`src/rtl/mrx_sync_det_if.sv`:
```
`default_nettype none
// ============================================================================
//  Module   : mrx_sync_det_if
//  Brief    : Bundle of GPIO, RX IQ and capture-status signals around the
//             multi-tone RX sync detector. The slave modport is the detector
//             side; the master modport is the GPIO/IQ source and status sink.
//  Revision : 1.0  initial release
// ============================================================================
interface mrx_sync_det_if #(
    parameter int DATA_WIDTH     = 16,
    parameter int GPIO_REG_WIDTH = 12,
    parameter int CNT_WIDTH      = 24
);
    logic [GPIO_REG_WIDTH-1:0]       gpio_in;
    logic [DATA_WIDTH-1:0]           irx;
    logic [DATA_WIDTH-1:0]           qrx;
    logic [DATA_WIDTH-1:0]           irx_out;
    logic [DATA_WIDTH-1:0]           qrx_out;
    logic                            rx_valid;
    logic                            rx_trig;
    logic                            sync_locked;
    logic                            sync_err;
    logic [CNT_WIDTH-1:0]            pulse_len;
    logic [DATA_WIDTH+CNT_WIDTH-1:0] noise_floor;

    modport slave (
        input  gpio_in, irx, qrx,
        output irx_out, qrx_out, rx_valid, rx_trig,
               sync_locked, sync_err, pulse_len, noise_floor
    );

    modport master (
        output gpio_in, irx, qrx,
        input  irx_out, qrx_out, rx_valid, rx_trig,
               sync_locked, sync_err, pulse_len, noise_floor
    );
endinterface
`default_nettype wire

```
`src/rtl/mrx_sync_det.sv`:
```
`default_nettype none
// ============================================================================
//  Module   : mrx_sync_det
//  Brief    : RX sync detector and capture gate. Synchronises and deglitches
//             the TX sync line, measures the sync pulse, and on an accepted
//             falling edge opens an RX_WIN_LEN-cycle IQ capture window.
//             Optional feature macro: MRX_NOISE_EST_EN (sum of |I|+|Q| over
//             the silent half of the sync pulse, reported on noise_floor).
//  Revision : 1.0  initial release
// ============================================================================
module mrx_sync_det #(
    parameter int DATA_WIDTH     = 16,
    parameter int GPIO_REG_WIDTH = 12,
    parameter int SYNC_BIT       = 1,
    parameter int SYNC_SIG_N     = 8256,
    parameter int SYNC_TOL       = 64,
    parameter int GLITCH_LEN     = 4,
    parameter int CNT_WIDTH      = 24,
    parameter int RX_WIN_LEN     = 8388608
) (
    input wire             clk,
    input wire             reset,
    mrx_sync_det_if.slave  bus
);

    localparam int                   c_FILT_W    = $clog2(GLITCH_LEN) + 1;
    localparam logic [c_FILT_W-1:0]  c_FILT_LAST = c_FILT_W'(GLITCH_LEN - 1);
    localparam logic [CNT_WIDTH:0]   c_PULSE_MIN = (CNT_WIDTH+1)'(2*SYNC_SIG_N - SYNC_TOL);
    localparam logic [CNT_WIDTH:0]   c_PULSE_MAX = (CNT_WIDTH+1)'(2*SYNC_SIG_N + SYNC_TOL);
    localparam logic [CNT_WIDTH-1:0] c_CNT_MAX   = '1;
    localparam logic [CNT_WIDTH-1:0] c_CNT_ONE   = CNT_WIDTH'(1);
    localparam logic [CNT_WIDTH-1:0] c_WIN_LAST  = CNT_WIDTH'(RX_WIN_LEN - 1);
    localparam int                   c_NF_W      = DATA_WIDTH + CNT_WIDTH;

    typedef enum logic [1:0] {
        S_WAIT_LOW = 2'd0,
        S_IDLE     = 2'd1,
        S_HIGH     = 2'd2,
        S_RX       = 2'd3
    } state_t;

    // Only the sync bit matters; the rest of the GPIO bus is intentionally ignored.
    logic w_unused_gpio;
    assign w_unused_gpio = ^bus.gpio_in;

    logic                r_sync_meta;
    logic                r_sync_q;
    logic                r_filt;
    logic                r_filt_d;
    logic [c_FILT_W-1:0] r_filt_cnt;
    logic                w_rise;
    logic                w_fall;

    // Two-flop synchroniser, then accept a new level only after GLITCH_LEN equal samples.
    // Everything resets high so a line that is already high never looks like an edge.
    always_ff @(posedge clk) begin
        if (reset) begin
            r_sync_meta <= 1'b1;
            r_sync_q    <= 1'b1;
            r_filt      <= 1'b1;
            r_filt_d    <= 1'b1;
            r_filt_cnt  <= '0;
        end else begin
            r_sync_meta <= bus.gpio_in[SYNC_BIT];
            r_sync_q    <= r_sync_meta;
            r_filt_d    <= r_filt;
            if (r_sync_q == r_filt) begin
                r_filt_cnt <= '0;
            end else if (r_filt_cnt == c_FILT_LAST) begin
                r_filt     <= r_sync_q;
                r_filt_cnt <= '0;
            end else begin
                r_filt_cnt <= r_filt_cnt + 1'b1;
            end
        end
    end

    assign w_rise = r_filt & ~r_filt_d;
    assign w_fall = ~r_filt & r_filt_d;

    state_t               r_state;
    state_t               w_state_nxt;
    logic [CNT_WIDTH-1:0] r_pulse_cnt;
    logic [CNT_WIDTH-1:0] w_pulse_cnt_nxt;
    logic [CNT_WIDTH-1:0] r_win_cnt;
    logic [CNT_WIDTH-1:0] w_win_cnt_nxt;
    logic                 w_len_ok;
    logic                 w_accept;
    logic                 w_reject;
    logic                 w_trunc;
    logic                 w_in_win;

    assign w_len_ok = ({1'b0, r_pulse_cnt} >= c_PULSE_MIN) &&
                      ({1'b0, r_pulse_cnt} <= c_PULSE_MAX);

    // Next-state, counter updates and per-cycle event strobes.
    always_comb begin
        w_state_nxt     = r_state;
        w_pulse_cnt_nxt = r_pulse_cnt;
        w_win_cnt_nxt   = r_win_cnt;
        w_accept        = 1'b0;
        w_reject        = 1'b0;
        w_trunc         = 1'b0;
        w_in_win        = 1'b0;
        case (r_state)
            S_WAIT_LOW: begin
                if (!r_filt) begin
                    w_state_nxt = S_IDLE;
                end
            end
            S_IDLE: begin
                if (w_rise) begin
                    w_state_nxt     = S_HIGH;
                    w_pulse_cnt_nxt = c_CNT_ONE;
                end
            end
            S_HIGH: begin
                if (w_fall) begin
                    if (w_len_ok) begin
                        w_accept      = 1'b1;
                        w_state_nxt   = S_RX;
                        w_win_cnt_nxt = '0;
                    end else begin
                        w_reject    = 1'b1;
                        w_state_nxt = S_IDLE;
                    end
                end else if (r_pulse_cnt != c_CNT_MAX) begin
                    w_pulse_cnt_nxt = r_pulse_cnt + 1'b1;
                end
            end
            S_RX: begin
                if (w_rise) begin
                    // A new sync pulse cuts the window short and starts measuring at once.
                    w_trunc         = 1'b1;
                    w_state_nxt     = S_HIGH;
                    w_pulse_cnt_nxt = c_CNT_ONE;
                end else begin
                    w_in_win = 1'b1;
                    if (r_win_cnt == c_WIN_LAST) begin
                        w_state_nxt = S_IDLE;
                    end else begin
                        w_win_cnt_nxt = r_win_cnt + 1'b1;
                    end
                end
            end
            default: begin
                w_state_nxt = S_WAIT_LOW;
            end
        endcase
    end

    logic                  r_rx_valid;
    logic                  r_rx_trig;
    logic                  r_sync_locked;
    logic                  r_sync_err;
    logic [CNT_WIDTH-1:0]  r_pulse_len;
    logic [DATA_WIDTH-1:0] r_irx_out;
    logic [DATA_WIDTH-1:0] r_qrx_out;

    // State/counter registers and registered outputs; IQ is gated to zero outside the window.
    always_ff @(posedge clk) begin
        if (reset) begin
            r_state       <= S_WAIT_LOW;
            r_pulse_cnt   <= '0;
            r_win_cnt     <= '0;
            r_rx_valid    <= 1'b0;
            r_rx_trig     <= 1'b0;
            r_sync_locked <= 1'b0;
            r_sync_err    <= 1'b0;
            r_pulse_len   <= '0;
            r_irx_out     <= '0;
            r_qrx_out     <= '0;
        end else begin
            r_state     <= w_state_nxt;
            r_pulse_cnt <= w_pulse_cnt_nxt;
            r_win_cnt   <= w_win_cnt_nxt;
            r_rx_valid  <= w_in_win;
            r_rx_trig   <= w_in_win && (r_win_cnt == '0);
            r_sync_err  <= w_reject | w_trunc;
            r_irx_out   <= w_in_win ? bus.irx : '0;
            r_qrx_out   <= w_in_win ? bus.qrx : '0;
            if (w_accept) begin
                r_sync_locked <= 1'b1;
            end else if (w_reject || w_trunc) begin
                r_sync_locked <= 1'b0;
            end
            if (w_accept || w_reject) begin
                r_pulse_len <= r_pulse_cnt;
            end
        end
    end

    assign bus.rx_valid    = r_rx_valid;
    assign bus.rx_trig     = r_rx_trig;
    assign bus.sync_locked = r_sync_locked;
    assign bus.sync_err    = r_sync_err;
    assign bus.pulse_len   = r_pulse_len;
    assign bus.irx_out     = r_irx_out;
    assign bus.qrx_out     = r_qrx_out;

`ifdef MRX_NOISE_EST_EN
    localparam logic [CNT_WIDTH-1:0] c_HALF = CNT_WIDTH'(SYNC_SIG_N);

    // Magnitude one bit wider than the sample so that the most negative value is exact.
    function automatic logic [DATA_WIDTH:0] f_abs(input logic [DATA_WIDTH-1:0] v);
        logic [DATA_WIDTH:0] ext;
        ext = {v[DATA_WIDTH-1], v};
        return v[DATA_WIDTH-1] ? (~ext + 1'b1) : ext;
    endfunction

    logic [DATA_WIDTH+1:0] w_mag_sum;
    logic [c_NF_W:0]       w_acc_sum;
    logic [c_NF_W-1:0]     r_acc;
    logic [c_NF_W-1:0]     r_noise_floor;

    assign w_mag_sum = {1'b0, f_abs(bus.irx)} + {1'b0, f_abs(bus.qrx)};
    assign w_acc_sum = {1'b0, r_acc} + (c_NF_W+1)'(w_mag_sum);

    // Accumulate |I|+|Q| while TX is silent (second half of the pulse); publish on accept.
    always_ff @(posedge clk) begin
        if (reset) begin
            r_acc         <= '0;
            r_noise_floor <= '0;
        end else begin
            if (w_rise) begin
                r_acc <= '0;
            end else if ((r_state == S_HIGH) && (r_pulse_cnt >= c_HALF)) begin
                r_acc <= w_acc_sum[c_NF_W] ? {c_NF_W{1'b1}} : w_acc_sum[c_NF_W-1:0];
            end
            if (w_accept) begin
                r_noise_floor <= r_acc;
            end
        end
    end

    assign bus.noise_floor = r_noise_floor;
`else
    assign bus.noise_floor = {c_NF_W{1'b0}};
`endif

endmodule
`default_nettype wire

```
`src/flat_wrapper.sv`:
```
// flat-port wrapper written by rule: the top's interface ports become plain ports
module mrx_sync_det_flat 
#(
    parameter int DATA_WIDTH     = 16,
    parameter int GPIO_REG_WIDTH = 12,
    parameter int SYNC_BIT       = 1,
    parameter int SYNC_SIG_N     = 8256,
    parameter int SYNC_TOL       = 64,
    parameter int GLITCH_LEN     = 4,
    parameter int CNT_WIDTH      = 24,
    parameter int RX_WIN_LEN     = 8388608
)
  (clk, reset, bus_gpio_in, bus_irx, bus_qrx, bus_irx_out, bus_qrx_out, bus_rx_valid, bus_rx_trig, bus_sync_locked, bus_sync_err, bus_pulse_len, bus_noise_floor);
  mrx_sync_det_if #(.DATA_WIDTH(DATA_WIDTH), .GPIO_REG_WIDTH(GPIO_REG_WIDTH), .CNT_WIDTH(CNT_WIDTH)) bus_i ();
  input wire clk;
  input wire reset;
  input wire logic [$bits(bus_i.gpio_in)-1:0] bus_gpio_in;
  input wire logic [$bits(bus_i.irx)-1:0] bus_irx;
  input wire logic [$bits(bus_i.qrx)-1:0] bus_qrx;
  output wire logic [$bits(bus_i.irx_out)-1:0] bus_irx_out;
  output wire logic [$bits(bus_i.qrx_out)-1:0] bus_qrx_out;
  output wire logic [$bits(bus_i.rx_valid)-1:0] bus_rx_valid;
  output wire logic [$bits(bus_i.rx_trig)-1:0] bus_rx_trig;
  output wire logic [$bits(bus_i.sync_locked)-1:0] bus_sync_locked;
  output wire logic [$bits(bus_i.sync_err)-1:0] bus_sync_err;
  output wire logic [$bits(bus_i.pulse_len)-1:0] bus_pulse_len;
  output wire logic [$bits(bus_i.noise_floor)-1:0] bus_noise_floor;
  assign bus_i.gpio_in = bus_gpio_in;
  assign bus_i.irx = bus_irx;
  assign bus_i.qrx = bus_qrx;
  assign bus_irx_out = bus_i.irx_out;
  assign bus_qrx_out = bus_i.qrx_out;
  assign bus_rx_valid = bus_i.rx_valid;
  assign bus_rx_trig = bus_i.rx_trig;
  assign bus_sync_locked = bus_i.sync_locked;
  assign bus_sync_err = bus_i.sync_err;
  assign bus_pulse_len = bus_i.pulse_len;
  assign bus_noise_floor = bus_i.noise_floor;
  mrx_sync_det #(.DATA_WIDTH(DATA_WIDTH), .GPIO_REG_WIDTH(GPIO_REG_WIDTH), .SYNC_BIT(SYNC_BIT), .SYNC_SIG_N(SYNC_SIG_N), .SYNC_TOL(SYNC_TOL), .GLITCH_LEN(GLITCH_LEN), .CNT_WIDTH(CNT_WIDTH), .RX_WIN_LEN(RX_WIN_LEN)) u_core (.clk(clk), .reset(reset), .bus(bus_i));
endmodule
```
`config.mk`:
```
export PLATFORM = sky130hd
export DESIGN_NAME = mrx_sync_det_flat
export DESIGN_NICKNAME = d
export VERILOG_FILES = /design/src/rtl/mrx_sync_det_if.sv /design/src/rtl/mrx_sync_det.sv /design/src/flat_wrapper.sv
export SDC_FILE = /design/constraint.sdc
export NUM_CORES = 1
export LEC_CHECK = 0
export ABC_CLOCK_PERIOD_IN_PS = 2500
export BUFFER_PORTS_ARGS = -buffer_cell sky130_fd_sc_hd__buf_2
export CORE_MARGIN = 5
export CORE_UTILIZATION = 40
export DETAILED_ROUTE_END_ITERATION = 10
export GPL_ROUTABILITY_DRIVEN = 0
export PLACE_DENSITY_LB_ADDON = 0.1
export SKIP_CTS_REPAIR_TIMING = 1
export SLEW_MARGIN = 5
export SYNTH_ARGS = -nofsm -noshare
export SYNTH_HDL_FRONTEND = slang
export SYNTH_SLANG_ARGS = --single-unit
```
`constraint.sdc`:
```
create_clock -name clk -period 2.5 [get_ports clk]
set_input_delay 0.25 -clock clk [delete_from_list [all_inputs] [get_ports clk]]
set_output_delay 0.25 -clock clk [all_outputs]
set_load 0.02 [all_outputs]
```
==> results of run 1 <==
[flip-flops by register name (all words and copies together), names as in the netlist]
signal / flops
u_core.bus.rx_valid: 1
u_core.r_filt: 1
u_core.r_sync_meta: 1
u_core.r_win_cnt: 24
u_core.bus.sync_err: 1
u_core.r_sync_q: 1
u_core.bus.sync_locked: 1
u_core.bus.pulse_len: 24
u_core.r_filt_d: 1
u_core.r_state: 2
u_core.r_pulse_cnt: 24
u_core.bus.rx_trig: 1
u_core.bus.irx_out: 16
u_core.bus.qrx_out: 16
u_core.r_filt_cnt: 3
[stage by stage]
stage | instances | total power [W] | util [%] | instance area (µm²)
global route | 895 | 0.00469 | 49.0 | 6430
CTS | 895 | 0.00458 | 49.0 | 6430
detailed placement | 865 | 0.00202 | 44.2 | 5810
global placement | 865 | 0.00202 | 44.2 | 5810
floorplan | 647 | 0.00203 | - | 5480
finish | 895 | 0.00453 | 49.0 | 6430
[Yosys cell counts, drive strengths merged (3+ instances only)]
cell	n	area, µm²
and3	8	51.3
nor2b	4	25.0
o31ai	22	165
o21ai	13	65.1
or3	11	68.8
dfxtp	117	2340
buf	49	385
and4	10	87.6
xnor2	6	52.6
o311ai	3	26.3
nor3	6	30.0
clkbuf	22	105
nor2	19	71.3
o41ai	6	52.6
or4b	5	53.8
inv	14	52.6
and2	36	226
nor4	14	103
o21a	3	22.5
or2	5	31.3
nand2	78	295
ha	6	75.1
or4	27	204
nand3	21	105
nand2b	4	25.0
a21oi	62	310
nand4	17	106
[power groups by stage]
stage | clock, W | combinational (W) | sequential, W
after CTS | 0.00261 | 0.000111 | 0.00187
final | 0.00254 | 0.000112 | 0.00187
after detailed placement | 0 | 0.000111 | 0.00191
after global routing | 0.00269 | 0.000123 | 0.00187
after global placement | 0 | 0.000110 | 0.00191
after floorplan | 0 | 0.000124 | 0.00191
[layer usage]
| metal | share of wire [%] | routed length (µm) |
|---|---|---|
| met1 | 44 | 5570 |
| met3 | 3.9 | 495 |
| met2 | 51 | 6520 |
| met4 | 0.83 | 106 |
| met5 | 0 | 0 |
[layout make-up]
class                   count  area share (%)
inverters                  14           0.817
repair buffers            114            9.84
multi-input cells         444            39.8
flip-flops and latches    117            36.4
clock buffers              22            7.37
clock inverters             8            2.31
well taps                 176            3.42
[worst paths after layout]
check                                      start                                to  slack, ns
min                               bus_gpio_in[1]     u_core.r_sync_meta$_SDFF_PP1_       0.03
max          u_core.r_pulse_cnt[20]$_SDFFE_PP0P_  u_core.r_win_cnt[6]$_SDFFE_PP0P_       0.18
max reg2reg  u_core.r_pulse_cnt[20]$_SDFFE_PP0P_  u_core.r_win_cnt[6]$_SDFFE_PP0P_       0.18
min reg2reg        u_core.r_sync_meta$_SDFF_PP1_        u_core.r_sync_q$_SDFF_PP1_       0.42
[worst max-delay path, stage by stage, from the launching register on]
cell and delay, ns:
dfxtp_1 0.36, or4_1 0.61, nor4_4 0.25, o221ai_2 0.15
buf_12 0.20, or4_1 0.51, a21oi_1 0.16
[cells by family after synthesis]
logic type	synth area share, %
simple gates	28.8
compound gates	14.0
flops	44.0
buf+inv	10.8
xor+xnor	0.986
fa+ha+maj	1.41
other cells	0.0704
==> results.json, run 1 <==
{
  "grt_pass1_wl_um": 21200,
  "die_w_um": 125,
  "cts_tree": "yes",
  "leakage_nw": 2.52,
  "status": "complete, no violations",
  "worstPathArrival_ns": 2.65,
  "seqCellArea_um2": 2340,
  "p_switching_w": 0.000894,
  "min_period_ns": 2.32,
  "ys_ff_latch": 117,
  "drt_drc_violations_left": 0,
  "htree_levels": 4,
  "clock_path_buffers": 2,
  "synth-edff-count": 0,
  "slew-limit-headroom_pct": 60.3,
  "setup_viol": 0,
  "ys.flop_type": "dfxtp_1",
  "fin_hold_ws_ns": 0.0269,
  "initial_core_util_pct": 40.6,
  "yosysSeqAreaShare_pct": 44.0,
  "antenna_cells": 0,
  "final_cell_mix": "117 x dfxtp_1, 94 x buf_2, 77 x nand2_1",
  "synthesis.area_um2": 5330,
  "numCtsBuffers": 17,
  "end_kind": "flop",
  "cts_sinks": 117,
  "vdd_drop_max_mv": 0.457,
  "crit_type": "reg -> reg",
  "grt_overflow": 0,
  "yosys_warnings": 0,
  "met1_usage_pct": 19.4,
  "max_freq_mhz": 431,
  "dr.pass1.iters": 4,
  "nFillCells": 1276,
  "avgSynthCellArea_um2": 8.76,
  "routed_wl_um": 12700,
  "hp-class": "in -> reg",
  "die_area_um2": 15700,
  "ioPinCount": 146,
  "grtUsageMet2_pct": 27.9,
  "initialDrtViolationCount": 287,
  "grt_use_total_pct": 16.2,
  "antenna_found_initial": 0,
  "synthCells": 608,
  "finalHoldViolations": 0,
  "synth_cell_types": 54,
  "ff2ff_path_depth": 6,
  "grt_busiest_layer": "met2",
  "root_buffer": "clkbuf_16",
  "coreArea_um2": 13100,
  "synth-async-reset-ratio_pct": 0,
  "num_rows": 42,
  "layout_commonest_cell": "dfxtp_1",
  "drt-wirelength-per-cell_um": 14.2,
  "grt_use_met3_pct": 4.31,
  "clk_latency_ns": 0.40,
  "seq_power_share_pct": 41.3,
  "die_h_um": 125,
  "p_clk_share_pct": 56.2,
  "multi_input_area_um2": 2560,
  "ant_nets": 0,
  "slew_violations": 0,
  "worst_slew_pin_slew_ns": 0.590,
  "power_switching_share_pct": 19.8,
  "dp_slack_ns": 0.200,
  "startpoint_type": "flop",
  "p_per_area_nw_per_um2": 703,
  "area_growth_pct": 20.7,
  "layout-drive-gt1-share_pct": 21.8,
  "rsz0062_at_grt": "false",
  "grt_max_degree": 49,
  "place_hpwl_um": 9030,
  "fin_crit_sh_pct": 92.7,
  "cap_violations": 0,
  "hold_depth": 2,
  "avgViaCountPerCell": 5.06,
  "power.internal_w": 0.00363,
  "required_ns": 2.83,
  "via_count": 4527,
  "finalWorstSetupSlack_ns": 0.182,
  "nets": 760,
  "finalSetupTns_ns": 0,
  "fin_skew_ns": 0.00647,
  "grt_pass1_vias": 4518,
  "clk_pin_slew_ns": 0.05,
  "p_comb_share_pct": 2.5,
  "crit_fanout": 48,
  "io_buffers": 94
}
Note: power is estimated with default switching activity, not from simulation.
==> run 2: changes to the inputs <==
Settings changed: CORE_UTILIZATION 40 to 52.
==> run 2 against run 1 <==
  * Critical path depth is the same
  * Sequential power is essentially flat
  * Worst setup slack gained 0.020 ns
  * Combinational power grew 38%
  * First-iteration DRC count shrank 9.8%
  * Clock power shrank 9.1%
  * Via count grew 3.9%
  * Critical path type unchanged
  * Largest cell class unchanged
==> results.json, run 2 (synthesized netlist as in run 1, its figures left out) <==
{
  "status": "complete, no violations",
  "numCtsBuffers": 17,
  "final_cell_mix": "117 x dfxtp_1, 94 x buf_2, 77 x nand2_1",
  "ioPinCount": 146,
  "htree_levels": 4,
  "slowest_stage": "or4_1",
  "p_per_area_nw_per_um2": 649,
  "slew-limit-headroom_pct": 40.2,
  "grt_use_total_pct": 19.1,
  "io_buffers": 94,
  "hp-class": "in -> reg",
  "antenna_found_initial": 0,
  "crit_chain": "or4_1 > nor4_4 > o221ai_2 > buf_12 > or4_1 > a21oi_1",
  "slew_violations": 0,
  "rsz0062_at_grt": "false",
  "fin_crit_sh_pct": 91.9,
  "dr.pass1.iters": 5,
  "initial_core_util_pct": 52.6,
  "grt_max_degree": 49,
  "area_growth_pct": 25.2,
  "die_h_um": 111,
  "die_area_um2": 12400,
  "crit_top_cell": "or4_1",
  "cts_sinks": 117,
  "end_kind": "flop",
  "die_w_um": 111,
  "via_count": 4702,
  "worst_slew_pin_slew_ns": 0.897,
  "avgViaCountPerCell": 5.28,
  "min_period_ns": 2.30,
  "final_util_pct": 65.8,
  "required_ns": 2.94,
  "num_rows": 37,
  "grt_overflow": 0,
  "max_stage_delay_ns": 0.59,
  "layout-drive-gt1-share_pct": 21.5,
  "place_hpwl_um": 8520,
  "finalHoldViolations": 0,
  "routed_wl_um": 12700,
  "leakage_nw": 2.65,
  "initialDrtViolationCount": 259,
  "clk_pin_slew_ns": 0.06,
  "startpoint_type": "flop",
  "fin_hold_ws_ns": 0.166,
  "vdd_drop_max_mv": 0.362,
  "cts_tree": "yes",
  "drt_drc_violations_left": 0,
  "fin_skew_ns": 0.0103,
  "grt_pass1_vias": 4338,
  "worstPathArrival_ns": 2.74,
  "layout_commonest_cell": "dfxtp_1",
  "coreArea_um2": 10100,
  "cap_violations": 0,
  "finalSetupTns_ns": 0,
  "drt-wirelength-per-cell_um": 14.3,
  "final_area_um2": 6670,
  "ant_nets": 0,
  "root_buffer": "clkbuf_8",
  "placed_cell_area_um2": 5770,
  "clock_path_buffers": 2,
  "antenna_cells": 0,
  "crit_type": "reg -> reg",
  "clk_latency_ns": 0.51,
  "nets": 794,
  "setup_viol": 0,
  "grt_pass1_wl_um": 19900,
  "crit_fanout": 48,
  "max_freq_mhz": 435
}
run 2: power by group:
| group | internal, W | switching [W] |
|---|---|---|
| clock | 0.00140 | 0.000908 |
| combinational | 0.0000613 | 0.0000932 |
| sequential | 0.00187 | 0.000000954 |
run 2: metal layers:
layer	global-route usage, %	up-vias	share of wire [%]
met1	22.1	2187	42
met5	0	-	0
met3	5.73	15	5.1
met2	33.2	114	52
li1	-	2386	-
met4	7.06	0	1.2
run 2: worst paths after layout:
path	from	slack, ns	end	cells past startpoint
min	reset	0.17	u_core.r_win_cnt[1]$_SDFFE_PP0P_	3
max	u_core.r_pulse_cnt[21]$_SDFFE_PP0P_	0.20	u_core.r_win_cnt[15]$_SDFFE_PP0P_	6
min reg2reg	u_core.r_sync_meta$_SDFF_PP1_	0.42	u_core.r_sync_q$_SDFF_PP1_	1
max reg2reg	u_core.r_pulse_cnt[21]$_SDFFE_PP0P_	0.20	u_core.r_win_cnt[15]$_SDFFE_PP0P_	6
run 2: worst max-delay path, delay by kind of cell, from the launching register on:
family / cells / cell delay (ns)
AND/OR/NAND/NOR: 3 / 1.34
AO/OA/AOI/OAI: 2 / 0.30
buffers and inverters: 1 / 0.20
flip-flops: 1 / 0.37
run 2: per-stage QoR:
step | instances | setup WS, ns | power (W)
2_1_floorplan | 647 | 0.348 | 0.00203
3_3_place_gp | 826 | 0.273 | 0.00202
3_5_place_dp | 826 | 0.192 | 0.00202
4_1_cts | 858 | 0.186 | 0.00433
5_1_grt | 891 | 0.0616 | 0.00449
6_report | 891 | 0.202 | 0.00433
run 2: area by class of cell:
cell class	instances	area [µm²]
clock inverters	13	133
flip-flops and latches	117	2340
multi-input cells	444	2560
fillers	861	3470
well taps	136	170
repair buffers	148	971
inverters	14	52.6
clock buffers	19	442
